<file path="config.mk">
export PLATFORM = sky130hd
export DESIGN_NAME = hdr_frame_reader
export DESIGN_NICKNAME = d
export VERILOG_FILES = /design/src/rtl/hdr_frame_reader.sv
export SDC_FILE = /design/constraint.sdc
export NUM_CORES = 1
export LEC_CHECK = 0
export ABC_AREA = 1
export BUFFER_PORTS_ARGS = -buffer_cell sky130_fd_sc_hd__buf_2
export CAP_MARGIN = 25
export CORE_ASPECT_RATIO = 1.2
export CORE_UTILIZATION = 42
export CTS_BUF_LIST = sky130_fd_sc_hd__clkbuf_8
export CTS_CLUSTER_DIAMETER = 120
export DETAILED_ROUTE_END_ITERATION = 8
export GPL_TIMING_DRIVEN = 1
export PLACE_DENSITY = 0.64
export SLEW_MARGIN = 20
export SYNTH_ARGS = -nofsm -noshare
export SYNTH_HDL_FRONTEND = slang
export SYNTH_SLANG_ARGS = --single-unit
</file>
<file path="constraint.sdc">
create_clock -name clk -period 24.6 [get_ports clk]
set_input_delay 2.46 -clock clk [delete_from_list [all_inputs] [get_ports clk]]
set_output_delay 2.46 -clock clk [all_outputs]
set_load 0.02 [all_outputs]
</file>
<file path="src/rtl/hdr_frame_reader.sv">
// HDR frame reader: fetches 256-bit bursts into a ping-pong buffer and streams RGB565 pixels.
// Define UNDERRUN_CNT_EN to add the saturating underrun_count output.
module hdr_frame_reader #(
    parameter logic [24:0] START_ADDR = 25'hE1000,
    parameter logic [24:0] END_ADDR   = 25'h12BFFF
) (
    input  logic         clk,
    input  logic         rst,
    input  logic         enable,
    input  logic         ram_busy,
    output logic         rd_req,
    output logic [24:0]  rd_address,
    input  logic         rd_valid,
    input  logic [255:0] rd_data,
    input  logic         pixel_rd,
    output logic [15:0]  pixel_data,
    output logic         pixel_valid,
    output logic         frame_start,
`ifdef UNDERRUN_CNT_EN
    output logic [15:0]  underrun_count,
`endif
    output logic         underrun
);

    localparam logic [1:0] StIdle = 2'd0;
    localparam logic [1:0] StReq  = 2'd1;
    localparam logic [1:0] StWait = 2'd2;

    logic [1:0]   state_q, state_d;
    logic [24:0]  addr_q, addr_d;
    logic [1:0]   full_q, full_d;
    logic [1:0]   start_q, start_d;
    logic         wr_sel_q, wr_sel_d;
    logic         act_q, act_d;
    logic [3:0]   idx_q, idx_d;
    logic [15:0]  pix_q, pix_d;
    logic         valid_q, valid_d;
    logic         fs_q, fs_d;
    logic         under_q, under_d;
    logic         buf_we;
    logic [15:0]  word;
    logic [255:0] buf_q [2];

    // Fills and drains both proceed in buffer order 0,1,0,1..., so the fill pointer always
    // names the next empty buffer and the active buffer is always the oldest full one.
    always_comb begin
        state_d  = state_q;
        addr_d   = addr_q;
        full_d   = full_q;
        start_d  = start_q;
        wr_sel_d = wr_sel_q;
        act_d    = act_q;
        idx_d    = idx_q;
        pix_d    = pix_q;
        valid_d  = 1'b0;
        fs_d     = 1'b0;
        under_d  = 1'b0;
        buf_we   = 1'b0;
        word     = buf_q[act_q][{idx_q, 4'b0000} +: 16];

        case (state_q)
            StIdle: begin
                if (enable && !full_q[wr_sel_q]) begin
                    state_d = StReq;
                end
            end
            StReq: begin
                if (!ram_busy) begin
                    state_d = StWait;
                end
            end
            StWait: begin
                if (rd_valid) begin
                    buf_we           = 1'b1;
                    full_d[wr_sel_q] = 1'b1;
                    start_d[wr_sel_q] = (addr_q == START_ADDR);
                    wr_sel_d         = ~wr_sel_q;
                    addr_d           = (addr_q < END_ADDR) ? addr_q + 25'd4 : START_ADDR;
                    state_d          = StIdle;
                end
            end
            default: state_d = StIdle;
        endcase

        if (pixel_rd) begin
            if (full_q[act_q]) begin
                pix_d   = {word[7:0], word[15:8]};
                valid_d = 1'b1;
                fs_d    = start_q[act_q] && (idx_q == 4'd0);
                idx_d   = idx_q + 4'd1;
                if (idx_q == 4'd15) begin
                    full_d[act_q] = 1'b0;
                    act_d         = ~act_q;
                end
            end else begin
                under_d = 1'b1;
            end
        end
    end

    always_ff @(posedge clk) begin
        if (rst) begin
            state_q  <= StIdle;
            addr_q   <= START_ADDR;
            full_q   <= 2'b00;
            start_q  <= 2'b00;
            wr_sel_q <= 1'b0;
            act_q    <= 1'b0;
            idx_q    <= 4'd0;
            pix_q    <= 16'd0;
            valid_q  <= 1'b0;
            fs_q     <= 1'b0;
            under_q  <= 1'b0;
        end else begin
            state_q  <= state_d;
            addr_q   <= addr_d;
            full_q   <= full_d;
            start_q  <= start_d;
            wr_sel_q <= wr_sel_d;
            act_q    <= act_d;
            idx_q    <= idx_d;
            pix_q    <= pix_d;
            valid_q  <= valid_d;
            fs_q     <= fs_d;
            under_q  <= under_d;
        end
    end

    // Burst storage needs no reset; the full flags gate every read.
    always_ff @(posedge clk) begin
        if (buf_we) begin
            buf_q[wr_sel_q] <= rd_data;
        end
    end

`ifdef UNDERRUN_CNT_EN
    logic [15:0] cnt_q;

    always_ff @(posedge clk) begin
        if (rst) begin
            cnt_q <= 16'd0;
        end else if (fs_d) begin
            cnt_q <= 16'd0;
        end else if (under_d && (cnt_q != 16'hFFFF)) begin
            cnt_q <= cnt_q + 16'd1;
        end
    end

    assign underrun_count = cnt_q;
`endif

    assign rd_req      = (state_q == StReq) && !ram_busy;
    assign rd_address  = addr_q;
    assign pixel_data  = pix_q;
    assign pixel_valid = valid_q;
    assign frame_start = fs_q;
    assign underrun    = under_q;

endmodule

</file>
==> results of run 1 <==
[report_power, final]
part | switching (mW) | internal, mW
sequential | 0.00308 | 1.06
combinational | 0.0357 | 0.0225
clock | 0.360 | 0.402
[flip-flops by register name, summed over array words and instances (netlist names), 2 cells and up, named ones only]
name,cells
full_q,2
idx_q,4
start_q,2
buf_q,512
rd_address,23
pixel_data,16
state_q,2
[metrics by stage]
stage               utilization  total power [mW]  instance area (sq um)  setup WS [ns]
floorplan                     -              1.10                  23300           9.88
global placement          0.462              1.14                  25300          19.12
detailed placement        0.463              1.14                  25400          19.18
CTS                       0.494              1.90                  27100          19.18
global route              0.496              1.94                  27200          19.08
finish                    0.496              1.88                  27200          19.18
[cells in the final DEF, fill, tap and decap left out, types with 2 or more instances in the layout]
cell type,n
inv_8,2
nor2_1,309
nand2_1,551
nor4_1,3
dfxtp_1,52
clkinv_1,21
buf_16,4
xor2_1,4
conb_1,2
nand4_1,8
a21oi_1,43
nand3b_1,2
bufinv_16,3
buf_12,2
nor3_1,12
nor2_4,2
ha_1,5
nand3_1,211
inv_2,2
clkbuf_8,100
o21ai_1,24
inv_1,178
nor3_2,2
clkinv_2,13
o21ai_0,129
diode_2,8
buf_4,17
nor3b_1,4
buf_2,304
xnor2_1,2
dfxtp_4,2
edfxtp_1,512
[worst max-delay path: cells and delay by family]
kind,cells,cell delay [ns]
and+or+nand+nor,2,0.20
buffers and inverters,3,0.30
[area by class of cell]
type | count | area, sq um | area share
inverter | 162 | 619 | 0.0228
clock buffer | 100 | 1380 | 0.0506
multi-input combinational | 1320 | 5660 | 0.208
antenna | 8 | 20.0 | 0.000737
tap | 720 | 901 | 0.0332
sequential | 567 | 16500 | 0.607
timing repair buffer | 327 | 1800 | 0.0662
clock inverter | 58 | 319 | 0.0117
[metal layers]
metal / global-route usage / up-vias
met2: 0.361 / 558
met4: 0.0800 / 16
met5: 0 / -
met1: 0.272 / 7753
li1: - / 7895
met3: 0.0497 / 114
[path summary, 6_finish.rpt]
path | slack, ns | to | cells after the start
max | 19.18 | rd_req | 5
min | 0.44 | state_q[0] | 1
max reg2reg | 21.27 | pixel_data[9] | 10
min reg2reg | 0.44 | state_q[0] | 1
[cell families (layout without fill, tap and decap cells)]
family | after synthesis | count (layout)
and+or+nand+nor | 1107 | 1107
DFF | 567 | 567
buffers and inverters | 274 | 647
AOI/OAI and AO/OA | 200 | 200
xor gates and xnor gates | 6 | 6
adders and majority gates | 5 | 5
other | 1 | 10
==> summary.md, run 1 <==
| Metric | Value |
|---|---|
| Outcome | completed |
| Slew @ Worst Pin | 1.14 ns |
| Most frequent cell after synthesis | nand2_1 |
| Most used cell, CP | buf_2 |
| Vias in the first global route | 15912 |
| Cts repair resizes | 0 |
| Cells after Synth | 2160 |
| Element type at the critical path end | output port |
| Sequential area share after synthesis | 0.707 |
| Seq cells post-synth | 567 |
| Clock skew | 0.0288 ns |
| Synthesized-area fraction occupied by adder cells | 0.00269 |
| Depth of the CTS H-tree | 3 |
| Post-route antenna net violation count | 0 |
| Num ports | 307 |
| Cell Area, Synth | 23300 sq um |
| Die width | 217 microns |
| Unrepaired setup endpoints after global routing | no |
| Synth top cells by count | 551 x nand2_1, 512 x edfxtp_1, 311 x nor2_1 |
| Met1 wire length | 24.8 mm |
| Total negative slack | 0 ns |
| Top-area cell type share of the netlist area | 0.660 |
| Syn_area_per_cell | 10.8 sq um |
| Largest net degree at the start of global routing | 183 |
| CP startpoint kind | input port |
| Vias per cell | 5.01 |
| Clock Latency Late Sink | 0.69 ns |
| Cell Pwr Density | 69.2 nW/um^2 |
| Worst hold margin | 0.444 ns |
| Final #Nets | 2734 |
| CP Launch Point | ram_busy |
| Async SR Flop Fraction | 0 |
| Area Growth Syn to Fin | 16.7% |
| Leakage | 10.9 nW |
| Postcts setup bufs | 0 |
| Met3 wire len | 4.59 mm |
| Port Buffers | 304 |
| Hold_buf cts | 0 |
| Final Hold Fails | 0 |
| Crit-path cells | buf_2, nor2_1, nand2_1, inv_1, buf_2 |
| First-pass GRT wire length | 92.1 mm |
| Initial antenna violation count | 16 |
| Vias | 16336 |
| Tmin final | 5.42 ns |
| Layout fillers | 4958 |
| Hold WC Path Type | reg -> reg |
| Synth unique cells | 33 |
| Initial Util | 0.425 |
| CP max-delay cell | buf_2 |
| Gpl congestion | 0.824 |
| Avg WL per Cell | 18.8 microns |
| DRT iter0 DRCs | 1235 |
| Post-synth top flop | edfxtp_1 |
| MaxCap Viol Count | 0 |
| Number of flops mapped to enable cells by yosys | 512 |
| Synthesis warning total | 0 |
| Final wirelength | 61.2 mm |
| CTS tree | built |
| Main combinational cell family by area after synthesis | simple AND/OR/NAND/NOR gates |
| Worst EP required | 22.14 ns |
| Share of post-route cells with drive strength above 1 | 0.180 |
| Gr ovfl total | 0 |
| Die ar. | 56400 sq um |
| Xor/xnor share of the synthesized area | 0.00226 |
| Worst path max stage delay | 0.15 ns |
| Top Layer Used | met5 |
| Post-synthesis compound-gate area fraction | 0.0434 |
| Final Cycle Share | 0.220 |
| Non-filler cells, final | 3262 |
| Post-placement cell count | 3093 |
| Num CTS Buffers | 89 |
| Root buf cell | clkbuf_8 |
| FP Rows | 94 |
| Hold Crit Start | state_q[1] |
| Met2 wire length | 30.2 mm |
| Max FO, Critical Path | 2 |
| FMAX | 0.185 GHz |
| Slew HR | 0.240 |
| Max IR drop VDD | 0.0419 mV |
| Max clock buf depth | 3 |
| Mux contribution to synthesized area | 0 |
| Max Slew Vio Count | 0 |
| Total GRT Usage | 0.215 |
| Top cells by area, synth | edfxtp_1 66%, nand2_1 8.9%, nor2_1 5.0% |
| R2R Path Start | idx_q[1] |
| Clk pin slew, worst setup/hold paths | 0.06 ns |
| Setup-failing EPs final | 0 |
| # DRC | 0 |
| Dpl hpwl | 39.0 mm |
| Core ar. | 54800 sq um |
| Die Ht | 260 microns |
| Clock sinks | 567 |
| CP arrival | 2.96 ns |
| Synth area leader | edfxtp_1 |
| Simple-gate share of the synthesized area | 0.194 |
| First-pass iteration count of the detailed router | 7 |
| Crit Path Category | in -> out |
(Power assumes the default switching activity.)
==> run 2, diff against run 1 <==
==> constraint.sdc (replaced) <==
create_clock -name clk -period 5.5 [get_ports clk]
set_input_delay 0.55 -clock clk [delete_from_list [all_inputs] [get_ports clk]]
set_output_delay 0.55 -clock clk [all_outputs]
set_load 0.02 [all_outputs]
==> run 2 against run 1 <==
Count of clock-buffer cells in the layout fell by 2. Final cell count rose by 2.4%. First-iteration DRC count up 21%. Die area did not move. Combinational power rose to 5.2 times the previous value. Clock power rose to 4.5 times the previous value. Total power increased to 4.5 times the previous value. Register-to-register slack got worse by 19 ns. Highest routed layer unchanged. Core utilization up 1.2 points. Setup slack worse by 17 ns. Clock skew is 0.015 ns higher. Sequential share of layout area decreased by 1.4 points. Critical path type is now reg -> reg.
==> summary.md, run 2 (synthesis results as in run 1) <==
| Metric | Value |
|---|---|
| Outcome | completed |
| Element type at the critical path end | flop |
| Tmin final | 3.15 ns |
| Max IR drop VDD | 0.241 mV |
| Clock sinks | 567 |
| Final Cycle Share | 0.573 |
| Crit Path Category | reg -> reg |
| Clk pin slew, worst setup/hold paths | 0.06 ns |
| Hold WC Path Type | in -> reg |
| Clock Latency Late Sink | 0.70 ns |
| Port Buffers | 304 |
| Root buf cell | clkbuf_8 |
| Cts repair resizes | 0 |
| Vias | 16724 |
| Vias per cell | 5.01 |
| Die Ht | 260 microns |
| MaxCap Viol Count | 0 |
| First-pass iteration count of the detailed router | 5 |
| Slew @ Worst Pin | 1.00 ns |
| Most frequent cells in the layout | 551 x nand2_1, 512 x edfxtp_1, 309 x nor2_1, 304 x buf_2, 211 x nand3_1 |
| Total negative slack | 0 ns |
| Die ar. | 56400 sq um |
| Clock skew | 0.0439 ns |
| CP arrival | 3.73 ns |
| Depth of the CTS H-tree | 3 |
| Final Hold Fails | 0 |
| Cell Pwr Density | 306 nW/um^2 |
| Biggest register | buf_q |
| Die width | 217 microns |
| Share of post-route cells with drive strength above 1 | 0.171 |
| Post-placement cell count | 3089 |
| Layout fillers | 4883 |
| CTS tree | built |
| Gr ovfl total | 0 |
| Final wirelength | 63.3 mm |
| Setup-failing EPs final | 0 |
| FMAX | 0.317 GHz |
| Dpl hpwl | 40.2 mm |
| Max Slew Vio Count | 0 |
| Final #Nets | 2801 |
| Initial Util | 0.425 |
| DRT iter0 DRCs | 1494 |
| CP startpoint kind | flop |
| Max clock buf depth | 3 |
| Non-filler cells, final | 3341 |
| # DRC | 0 |
| Num CTS Buffers | 92 |
| Unrepaired setup endpoints after global routing | no |
| Total GRT Usage | 0.225 |
| Max FO, Critical Path | 35 |
| Largest net degree at the start of global routing | 144 |
| Area Growth Syn to Fin | 19.5% |
| Initial antenna violation count | 8 |
| Gpl congestion | 0.864 |
| Vias in the first global route | 16600 |
| Core ar. | 54800 sq um |
| Commonest non-fill, non-tap cell in the layout | nand2_1 |
| First-pass GRT wire length | 95.6 mm |
| Num ports | 307 |
| FP Rows | 94 |
| Avg WL per Cell | 18.9 microns |
| Slew HR | 0.331 |
| Worst EP required | 6.08 ns |
| Leakage | 11.1 nW |
| Post-route antenna net violation count | 0 |
| Max reg flops | 512 |
## run 2: routing by layer
layer / global-route usage / wire length, microns / vias to the layer above
met5: 0 / 24 / -
met4: 0.102 / 2190 / 4
met3: 0.0467 / 4410 / 114
met2: 0.377 / 31300 / 607
met1: 0.279 / 25400 / 7954
li1: - / - / 8045
## run 2: what timing repair did
| item | 4_1_cts | 5_1_grt |
|---|---|---|
| buffers inserted | 0 | 0 |
| endpoints found under the hold margin | 136 | 0 |
| hold buffers | 70 | 0 |
## run 2: report_power, final
part / switching [mW] / internal (mW)
clock: 1.67 / 1.79
sequential: 0.0153 / 4.73
combinational: 0.173 / 0.132
## run 2: area by class of cell
| cell class | instances | area, sq um | share of cell area |
|---|---|---|---|
| Multi-Input combinational cell | 1320 | 5660 | 0.203 |
| Timing Repair Buffer | 391 | 2410 | 0.0865 |
| Inverter | 162 | 618 | 0.0222 |
| Clock inverter | 71 | 380 | 0.0137 |
| Sequential cell | 567 | 16500 | 0.592 |
| Antenna cell | 12 | 30.0 | 0.00108 |
| Clock buffer | 98 | 1350 | 0.0485 |
| Tap cell | 720 | 901 | 0.0324 |
## run 2: critical path, cell delays in order, from the launching register on
cell and delay, ns:
dfxtp_2 0.95, inv_2 0.61, nand2_1 0.68, inv_2 0.30
nand2_1 0.14, nand2_1 0.06, nand2_1 0.06, nand2_1 0.07
nor2_1 0.10, a21oi_1 0.08
## run 2: metrics by stage
| step | power [mW] | hold slack (ns) | worst slack, ns | cell area [sq um] | util |
|---|---|---|---|---|---|
| 3_5_place_dp | 5.10 | 0.442 | 2.31 | 25400 | 0.463 |
| 2_1_floorplan | 4.93 | 0.406 | 0.222 | 23300 | - |
| 6_report | 8.51 | 0.0557 | 2.35 | 27800 | 0.508 |
| 4_1_cts | 8.59 | 0.000190 | 2.34 | 27800 | 0.507 |
| 5_1_grt | 8.80 | 0.0208 | 2.01 | 27800 | 0.507 |
| 3_3_place_gp | 5.09 | 0.415 | 2.36 | 25400 | 0.463 |
## run 2: worst paths after layout
check | start | to | slack, ns | cells past startpoint
setup / recovery | idx_q[1] | pixel_data[7] | 2.35 | 9
hold / removal | rd_data[59] | buf_q[1][59] | 0.06 | 1
setup reg to reg | idx_q[1] | pixel_data[7] | 2.35 | 9
hold reg to reg | state_q[1] | state_q[0] | 0.44 | 1
==> run 3, diff against run 2 <==
--- a/config.mk
+++ b/config.mk
@@ -5,7 +5,7 @@
 export SDC_FILE = /design/constraint.sdc
 export NUM_CORES = 1
 export LEC_CHECK = 0
-export ABC_AREA = 1
+export ABC_AREA = 0
 export BUFFER_PORTS_ARGS = -buffer_cell sky130_fd_sc_hd__buf_2
 export CAP_MARGIN = 25
 export CORE_ASPECT_RATIO = 1.2
@@ -14,7 +14,7 @@
 export CTS_CLUSTER_DIAMETER = 120
 export DETAILED_ROUTE_END_ITERATION = 8
 export GPL_TIMING_DRIVEN = 1
-export PLACE_DENSITY = 0.64
+export PLACE_DENSITY = 0.67
 export SLEW_MARGIN = 20
 export SYNTH_ARGS = -nofsm -noshare
 export SYNTH_HDL_FRONTEND = slang
==> constraint.sdc (replaced) <==
create_clock -name clk -period 2.8 [get_ports clk]
set_input_delay 0.28 -clock clk [delete_from_list [all_inputs] [get_ports clk]]
set_output_delay 0.28 -clock clk [all_outputs]
set_load 0.02 [all_outputs]
==> run 3 against run 2 <==
Critical endpoint is now pixel_data[2]. Synthesized cell count is 47% lower. Highest routed layer unchanged. Via count is 22% lower. Critical path type unchanged. Largest power group unchanged. Non-clock buffer count is 220 higher. Sequential power is 96% higher. Total power is 97% higher. Combinational power is 140% higher. Sequential share of layout area is 1.7 points lower.
==> summary.md, run 3 <==
| Metric | Value |
|---|---|
| Outcome | completed |
| Final Hold Fails | 0 |
| Gpl congestion | 0.806 |
| Clock sinks | 567 |
| Synth top cells by count | 512 x edfxtp_1, 84 x mux2i_1, 71 x mux4_2 |
| Element type at the critical path end | flop |
| First-pass GRT wire length | 81.5 mm |
| Cell Area, Synth | 21900 sq um |
| Crit Path Category | reg -> reg |
| Most used cell, CP | buf_12 |
| Depth of the CTS H-tree | 3 |
| Crit-path cells | buf_12, buf_12, mux4_2, a22oi_1, nand2_1, a22o_1 |
| Commonest non-fill, non-tap cell in the layout | edfxtp_1 |
| Cell Pwr Density | 585 nW/um^2 |
| Unrepaired setup endpoints after global routing | no |
| CP delay by family, top | compound AO/OA/AOI/OAI gates |
| Area Growth Syn to Fin | 30.9% |
| Sequential area share after synthesis | 0.753 |
| Cts repair resizes | 0 |
| Final WS setup | 0.444 ns |
| Top-area cell type share of the netlist area | 0.703 |
| Port Buffers | 304 |
| Top cells by area, synth | edfxtp_1 70%, mux4_2 7.3%, dfxtp_1 5.0% |
| Max reg flops | 512 |
| Share of post-route cells with drive strength above 1 | 0.295 |
| Final Cycle Share | 0.842 |
| CP startpoint kind | flop |
| Slew HR | 0.502 |
| Buf/Inv on CP | 2 |
| Cells after Synth | 1142 |
| DRT iter0 DRCs | 953 |
| Biggest register | buf_q |
| Slew @ Worst Pin | 0.744 ns |
| Core ar. | 51500 sq um |
| Hold WC Path Type | in -> reg |
| Vias in the first global route | 14103 |
| Post-route antenna net violation count | 0 |
| Post-synth top flop | edfxtp_1 |
| Die Ht | 252 microns |
| Met1 Usage GRT | 0.254 |
| Most frequent cells in the layout | 512 x edfxtp_1, 304 x buf_2, 265 x dlygate4sd3_1, 98 x clkbuf_8, 84 x mux2i_1 |
| Synth unique cells | 51 |
| Max Slew Vio Count | 0 |
| Seq cells post-synth | 567 |
| GR Util met3 | 0.0441 |
| Most frequent cell after synthesis | edfxtp_1 |
| Final #Nets | 2052 |
| Worst EP required | 3.34 ns |
| Avg WL per Cell | 21.4 microns |
| FMAX | 0.424 GHz |
| Num ports | 307 |
| Die ar. | 53000 sq um |
| Num CTS Buffers | 88 |
| Gr busiest metal | met2 |
| Vias per cell | 5.12 |
| Clock skew | 0.0236 ns |
| Max clock buf depth | 3 |
| Async SR Flop Fraction | 0 |
| Clk pin slew, worst setup/hold paths | 0.06 ns |
| # DRC | 0 |
| Max FO, Critical Path | 18 |
| Leakage | 9.94 nW |
| Core Util, Final | 0.556 |
| Worst path max stage delay | 0.52 ns |
| MaxCap Viol Count | 0 |
| Syn_area_per_cell | 19.2 sq um |
| FP Rows | 91 |
| Root buf cell | clkbuf_8 |
| CTS tree | built |
| Initial antenna violation count | 12 |
| Hold_buf cts | 265 |
| GR Layer Usage met2 | 0.358 |
| Synthesis warning total | 0 |
| Tmin final | 2.36 ns |
| Postcts setup bufs | 0 |
| Die width | 210 microns |
| Number of flops mapped to enable cells by yosys | 512 |
| CP arrival | 2.90 ns |
| Total GRT Usage | 0.208 |
| Clock Latency Late Sink | 0.67 ns |
| Dpl hpwl | 35.4 mm |
| Final Power | 16.7 mW |
| Max IR drop VDD | 0.362 mV |
| First-pass iteration count of the detailed router | 5 |
| Setup-failing EPs final | 0 |
| Gr ovfl total | 0 |
| Synth area leader | edfxtp_1 |
| Initial Util | 0.425 |
| Vias | 13107 |
| CP max-delay cell | mux4_2 |
| Largest net degree at the start of global routing | 116 |
| Pre-CTS setup slack | 0.478 ns |
| Final wirelength | 54.7 mm |
run 3: cell count changes after synthesis, sizes merged, moves of 88 or more:
cell	delta
mux4	+88
nand2	-493
inv	-146
o21ai	-150
nand3	-203
nor2	-255
run 3: final cells by class:
class | count | area, sq um
Timing Repair Buffer | 611 | 4630
Inverter | 10 | 37.5
Multi-Input combinational cell | 507 | 4880
Tap cell | 697 | 872
Fill cell | 4015 | 22800
Sequential cell | 567 | 16500
Clock buffer | 98 | 1350
Antenna cell | 11 | 27.5
Clock inverter | 60 | 357
run 3: per-layer routing:
metal,up-vias,part of all wire
li1,5954,-
met1,6606,0.40
met2,451,0.52
met3,92,0.058
met4,4,0.027
met5,-,0.00042
run 3: logic make-up after synthesis:
group                    Yosys count  share of synthesized area
flip-flops                       567                      0.753
AND/OR/NAND/NOR                  163                     0.0337
AO/OA/AOI/OAI                    144                     0.0449
other                              1                   0.000171
adder cells (fa/ha/maj)            5                    0.00286
buffers and inverters             69                     0.0247
multiplexers                     173                      0.132
XOR/XNOR                          20                    0.00801
run 3: worst paths after layout:
kind / from / to / slack, ns / cells after the start
hold reg to reg: pixel_data[15] / pixel_data[15] / 0.45 / 2
setup reg to reg: flop / pixel_data[2] / 0.44 / 6
setup / recovery: flop / pixel_data[2] / 0.44 / 6
hold / removal: rd_data[69] / buf_q[1][69] / 0.33 / 2
run 3: report_power, final:
group	total [mW]	internal (mW)	switching, mW
registers	9.31	9.29	0.0197
logic	0.740	0.436	0.304
clock network	6.69	3.57	3.12
run 3: through the flow:
step | hold WS (ns) | cell area, sq um | setup TNS [ns] | instances
floorplan | 0.379 | 21900 | -965.73 | 1143
global placement | 0.429 | 24200 | 0 | 2127
detailed placement | 0.435 | 24200 | 0 | 2127
CTS | 0.268 | 28600 | 0 | 2550
global route | 0.304 | 28600 | 0 | 2560
finish | 0.334 | 28600 | 0 | 2561
